File: config.mk
export PLATFORM = sky130hd
export DESIGN_NAME = aidc_lite_comp_buffer_drain_flat
export DESIGN_NICKNAME = d
export VERILOG_FILES = /design/src/rtl/aidc_lite_comp_buffer_drain_if.sv /design/src/rtl/aidc_lite_comp_buffer_drain.sv /design/src/flat_wrapper.sv
export SDC_FILE = /design/constraint.sdc
export NUM_CORES = 1
export LEC_CHECK = 0
export BUFFER_PORTS_ARGS = -buffer_cell sky130_fd_sc_hd__buf_4
export CAP_MARGIN = 20
export CORE_UTILIZATION = 45
export CTS_CLUSTER_SIZE = 14
export DETAILED_ROUTE_END_ITERATION = 10
export GPL_ROUTABILITY_DRIVEN = 0
export PLACE_DENSITY = 0.88
export SYNTH_ARGS = -nofsm -noshare
export SYNTH_HDL_FRONTEND = slang
export SYNTH_SLANG_ARGS = --single-unit
File: constraint.sdc
create_clock -name clk -period 5.4 [get_ports clk]
set_clock_uncertainty 0.2 [all_clocks]
set_input_delay 0.81 -clock clk [delete_from_list [all_inputs] [get_ports clk]]
set_output_delay 0.81 -clock clk [all_outputs]
set_load 0.05 [all_outputs]
File: src/rtl/aidc_lite_comp_buffer_drain_if.sv
// Outbound word stream of the compression-buffer drain engine.
// The master drives data/valid/last and the slave returns ready.
interface aidc_lite_comp_buffer_drain_if #(
    parameter int DATA_W = 64
);
    logic              tvalid;
    logic              tready;
    logic [DATA_W-1:0] tdata;
    logic              tlast;

    modport master (
        output tvalid,
        output tdata,
        output tlast,
        input  tready
    );

    modport slave (
        input  tvalid,
        input  tdata,
        input  tlast,
        output tready
    );
endinterface

File: src/rtl/aidc_lite_comp_buffer_drain.sv
// Walks a wrapping range of compression-buffer entries and streams them out
// one word per cycle, pulsing done once the final word has been accepted.
module aidc_lite_comp_buffer_drain #(
    parameter int DATA_W = 64,
    parameter int ADDR_W = 4,
    parameter int DEPTH  = 16
) (
    input  logic                clk,
    input  logic                rst,
    input  logic                start_i,
    input  logic [ADDR_W-1:0]   saddr_i,
    input  logic [ADDR_W:0]     wcnt_i,
    output logic                busy_o,
    output logic                done_o,
    output logic [ADDR_W-1:0]   raddr_o,
    input  logic [DATA_W-1:0]   rdata_i,
    aidc_lite_comp_buffer_drain_if.master tx
);
    localparam logic [ADDR_W:0]   CNT_MAX = (ADDR_W+1)'(DEPTH);
    localparam logic [ADDR_W:0]   CNT_ONE = (ADDR_W+1)'(1);
    localparam logic [ADDR_W:0]   CNT_TWO = (ADDR_W+1)'(2);
    localparam logic [ADDR_W-1:0] PTR_ONE = ADDR_W'(1);

    typedef enum logic [1:0] {IDLE, FETCH, SEND, DONE} state_t;

    state_t              state_reg,  state_next;
    logic [ADDR_W-1:0]   fptr_reg,   fptr_next;
    logic [ADDR_W:0]     rem_reg,    rem_next;
    logic [DATA_W-1:0]   tdata_reg,  tdata_next;
    logic                tvalid_reg, tvalid_next;
    logic                tlast_reg,  tlast_next;

    always_ff @(posedge clk) begin
        if (rst) begin
            state_reg  <= IDLE;
            fptr_reg   <= '0;
            rem_reg    <= '0;
            tdata_reg  <= '0;
            tvalid_reg <= 1'b0;
            tlast_reg  <= 1'b0;
        end else begin
            state_reg  <= state_next;
            fptr_reg   <= fptr_next;
            rem_reg    <= rem_next;
            tdata_reg  <= tdata_next;
            tvalid_reg <= tvalid_next;
            tlast_reg  <= tlast_next;
        end
    end

    always_comb begin
        state_next  = state_reg;
        fptr_next   = fptr_reg;
        rem_next    = rem_reg;
        tdata_next  = tdata_reg;
        tvalid_next = tvalid_reg;
        tlast_next  = tlast_reg;

        unique case (state_reg)
            IDLE: begin
                if (start_i) begin
                    if (wcnt_i == '0) begin
                        state_next = DONE;
                    end else begin
                        fptr_next  = saddr_i;
                        rem_next   = (wcnt_i > CNT_MAX) ? CNT_MAX : wcnt_i;
                        state_next = FETCH;
                    end
                end
            end
            FETCH: begin
                tdata_next  = rdata_i;
                tvalid_next = 1'b1;
                tlast_next  = (rem_reg == CNT_ONE);
                fptr_next   = fptr_reg + PTR_ONE;
                state_next  = SEND;
            end
            SEND: begin
                if (tvalid_reg && tx.tready) begin
                    if (tlast_reg) begin
                        tvalid_next = 1'b0;
                        tlast_next  = 1'b0;
                        state_next  = DONE;
                    end else begin
                        // Prefetch the next word on the same edge as the
                        // handshake so valid never drops between beats.
                        rem_next   = rem_reg - CNT_ONE;
                        tdata_next = rdata_i;
                        tlast_next = (rem_reg == CNT_TWO);
                        fptr_next  = fptr_reg + PTR_ONE;
                    end
                end
            end
            DONE: begin
                state_next = IDLE;
            end
            default: begin
                state_next = IDLE;
            end
        endcase
    end

    assign busy_o    = (state_reg != IDLE);
    assign done_o    = (state_reg == DONE);
    assign raddr_o   = fptr_reg;
    assign tx.tvalid = tvalid_reg;
    assign tx.tdata  = tdata_reg;
    assign tx.tlast  = tlast_reg;
endmodule

File: src/flat_wrapper.sv
// flat-port wrapper written by rule: the top's interface ports become plain ports
module aidc_lite_comp_buffer_drain_flat 
#(
    parameter int DATA_W = 64,
    parameter int ADDR_W = 4,
    parameter int DEPTH  = 16
)
  (clk, rst, start_i, saddr_i, wcnt_i, busy_o, done_o, raddr_o, rdata_i, tx_tvalid, tx_tdata, tx_tlast, tx_tready);
  aidc_lite_comp_buffer_drain_if #(.DATA_W(DATA_W)) tx_i ();
  input  logic clk;
  input  logic rst;
  input  logic start_i;
  input  logic [ADDR_W-1:0] saddr_i;
  input  logic [ADDR_W:0] wcnt_i;
  output logic busy_o;
  output logic done_o;
  output logic [ADDR_W-1:0] raddr_o;
  input  logic [DATA_W-1:0] rdata_i;
  output wire logic [$bits(tx_i.tvalid)-1:0] tx_tvalid;
  output wire logic [$bits(tx_i.tdata)-1:0] tx_tdata;
  output wire logic [$bits(tx_i.tlast)-1:0] tx_tlast;
  input wire logic [$bits(tx_i.tready)-1:0] tx_tready;
  assign tx_tvalid = tx_i.tvalid;
  assign tx_tdata = tx_i.tdata;
  assign tx_tlast = tx_i.tlast;
  assign tx_i.tready = tx_tready;
  aidc_lite_comp_buffer_drain #(.DATA_W(DATA_W), .ADDR_W(ADDR_W), .DEPTH(DEPTH)) u_core (.clk(clk), .rst(rst), .start_i(start_i), .saddr_i(saddr_i), .wcnt_i(wcnt_i), .busy_o(busy_o), .done_o(done_o), .raddr_o(raddr_o), .rdata_i(rdata_i), .tx(tx_i));
endmodule
==> reports/metrics.cfg <==
[placed_design]
placedCellCount = 614
dpl_cell_area_um2 = 4270
io_buffers = 148
dpl.hpwl_mm = 5.95

[min_path]
hp-class = reg2reg
hold_start = u_core.tx.tdata[54]

[route]
drt_pass1_iterations = 4
drc_errors = 0
dr_total_vias = 3177
ant_nets = 0
drtIter0Drc = 119
wl_mm = 8.34
avgRoutedWirePerCell_um = 13.3
viasPerCell = 5.05

[floorplanning]
die_w_um = 86.5
die_area_um2 = 7480
floorplan.initialDensity_pct = 47.0
io_pins = 149
die_h_um = 86.5
fp-row-count = 30
core_area_um2 = 6830

[grt]
grt_use_total_pct = 21.9
antenna_found_initial = 0
grt_overflow = 0
grt_pass1_wl_mm = 12.8
grt_max_degree = 80
grt_pass1_vias = 2911

[synth]
yosysSeqAreaShare_pct = 48.0
synth_top_area_cell = dfxtp_1
synth_top_family_by_area = simple AND/OR/NAND/NOR gates
synth-compound-area-share_pct = 19.3
yosys_most_used_dff = dfxtp_1
ys_async_sr_fraction_pct = 0
synth_edf_count = 0
netlist.area_leader.share_pct = 48.0
synth_warnings = 0
synth_cell_type_count = 37
synth_xor_area_share_pct = 0.273
muxShareOfSynthArea_pct = 0.312
synth_area_leaders = dfxtp_1 48%, nand2_1 16%, a21oi_1 12%
avgSynthCellArea_um2 = 8.17
synth.net_count = 479
syn_area_um2 = 3210
synthSimpleGateAreaFrac_pct = 21.6
ys_ff_latch = 77
yosys.area_share.adder_pct = 3.51
syn-instance-count = 393

[sta]
finalCritPeriodShare_pct = 56.8
finalHoldViolations = 0
period_minus_slack_ns = 3.07
tns_ns = 0
maxSlewHeadroom_pct = 47.0
setup-violations-final = 0
fmax_ghz = 0.326
hold-worst-slack_ns = 0.253
rsz0062_at_grt = no
tightest_slew_ns = 0.795
slew_viol_final = 0

[layout]
fin_nets = 615
antenna_cells = 0
drive_above_1_share_pct = 32.1
mostFrequentLayoutCell = buf_4
fillers = 586
mostFrequentLayoutCells = 150 x buf_4, 134 x nand2_1, 78 x a21oi_1
fin_cells = 629
final_area_um2 = 4510
layout-area-overhead-vs-synth_pct = 40.3
largest_reg_flops = 64

[clocking]
ctsHtreeMaxLevel = 3
cts-root-buf = clkbuf_8
cts_made_buffers = 9
clock_tree.buffer_depth = 2
postCtsSetupBuffers = 0
tritoncts = done
clk_pin_slew_ns = 0.08
cts.sinks = 77
postCtsResizedCells = 0
cts_hold_buf = 0
clk_latency_ns = 0.33

[worst_setup_path]
critPathKind = reg2reg
reg2reg_from = u_core.state_reg[0]
start_kind = flop
crit_chain = inv_1, ha_1, nor2b_1, a31o_2, buf_4, nand2_1, a21oi_1
critical_path.top_delay_family = compound AO/OA/AOI/OAI gates
cpPeakStageDelay_ns = 0.66
crit_start = u_core.state_reg[0]
crit_buf_inv = 2
worstPathRequired_ns = 5.45
cp-end-kind = flop
cp_slowest_cell = a31o_2
critPathArrivalTime_ns = 3.12
crit_fanout = 34

[run_status]
status = complete, no violations

[power_and_ir_drop]
p_total_uw = 2710
power.leakage_uw = 0.00198
vdd_drop_max_mv = 0.401
p_per_area_nw_per_um2 = 601

[job]
drv_cap = 0

cell usage after synthesis (2+ instances only):
master / instances
nor2_1: 8
inv_1: 10
o21ai_0: 3
nor2b_1: 6
ha_1: 9
nand2_1: 134
nand2b_1: 2
and3_1: 3
buf_4: 7
nand3_1: 5
o32ai_1: 3
buf_6: 9
dfxtp_1: 77
clkbuf_1: 9
nor3_1: 5
a311oi_1: 4
a22o_1: 2
a21oi_1: 78
final timing paths:
check / end / slack [ns] / cells past startpoint
worst min-delay path: u_core.tx.tdata[54] / 0.25 / 2
worst min register to register: u_core.tx.tdata[54] / 0.25 / 2
worst max register to register: u_core.tx.tdata[42] / 2.33 / 7
worst max-delay path: u_core.tx.tdata[42] / 2.33 / 7
worst reg2reg max path: stages, from the launching register on:
cell	delay [ns]
dfxtp_1	0.35
inv_1	0.12
ha_1	0.38
nor2b_1	0.56
a31o_2	0.66
buf_4	0.45
nand2_1	0.12
a21oi_1	0.16
cell families after synthesis:
kind of cell	count (synthesis)
AOI/OAI and AO/OA	103
xor gates and xnor gates	1
adders and majority gates	9
buffers and inverters	35
DFF	77
muxes	1
and+or+nand+nor	167
layout make-up:
| cell class | count | area, um^2 | share of cell area, % |
|---|---|---|---|
| clock inverter | 6 | 113 | 2.50 |
| clock buffer | 9 | 124 | 2.75 |
| sequential | 77 | 1540 | 34.2 |
| multi-input combinational | 281 | 1450 | 32.1 |
| timing repair buffer | 150 | 1130 | 25.0 |
| inverter | 10 | 37.5 | 0.833 |
| tap | 96 | 120 | 2.67 |
per-layer routing:
layer	up-vias	GRT usage [%]	wire, um
li1	1579	-	-
met1	1468	24.5	3430
met2	126	40.3	4300
met3	4	7.05	599
met4	0	5.00	19
met5	-	0	0
power breakdown:
| part | internal (uW) | total (uW) | switching (uW) |
|---|---|---|---|
| clock | 305 | 509 | 203 |
| sequential | 715 | 814 | 99.9 |
| combinational | 433 | 1390 | 953 |
| total | 1450 | 2710 | 1260 |
stage by stage:
step | utilization [%] | worst slack (ns)
2_1_floorplan | - | 3.43
3_3_place_gp | 62.5 | 2.52
3_5_place_dp | 62.5 | 2.34
4_1_cts | 66.0 | 2.32
5_1_grt | 66.0 | 2.08
6_report | 66.0 | 2.33
No activity file was read; power rests on OpenSTA's default activity.
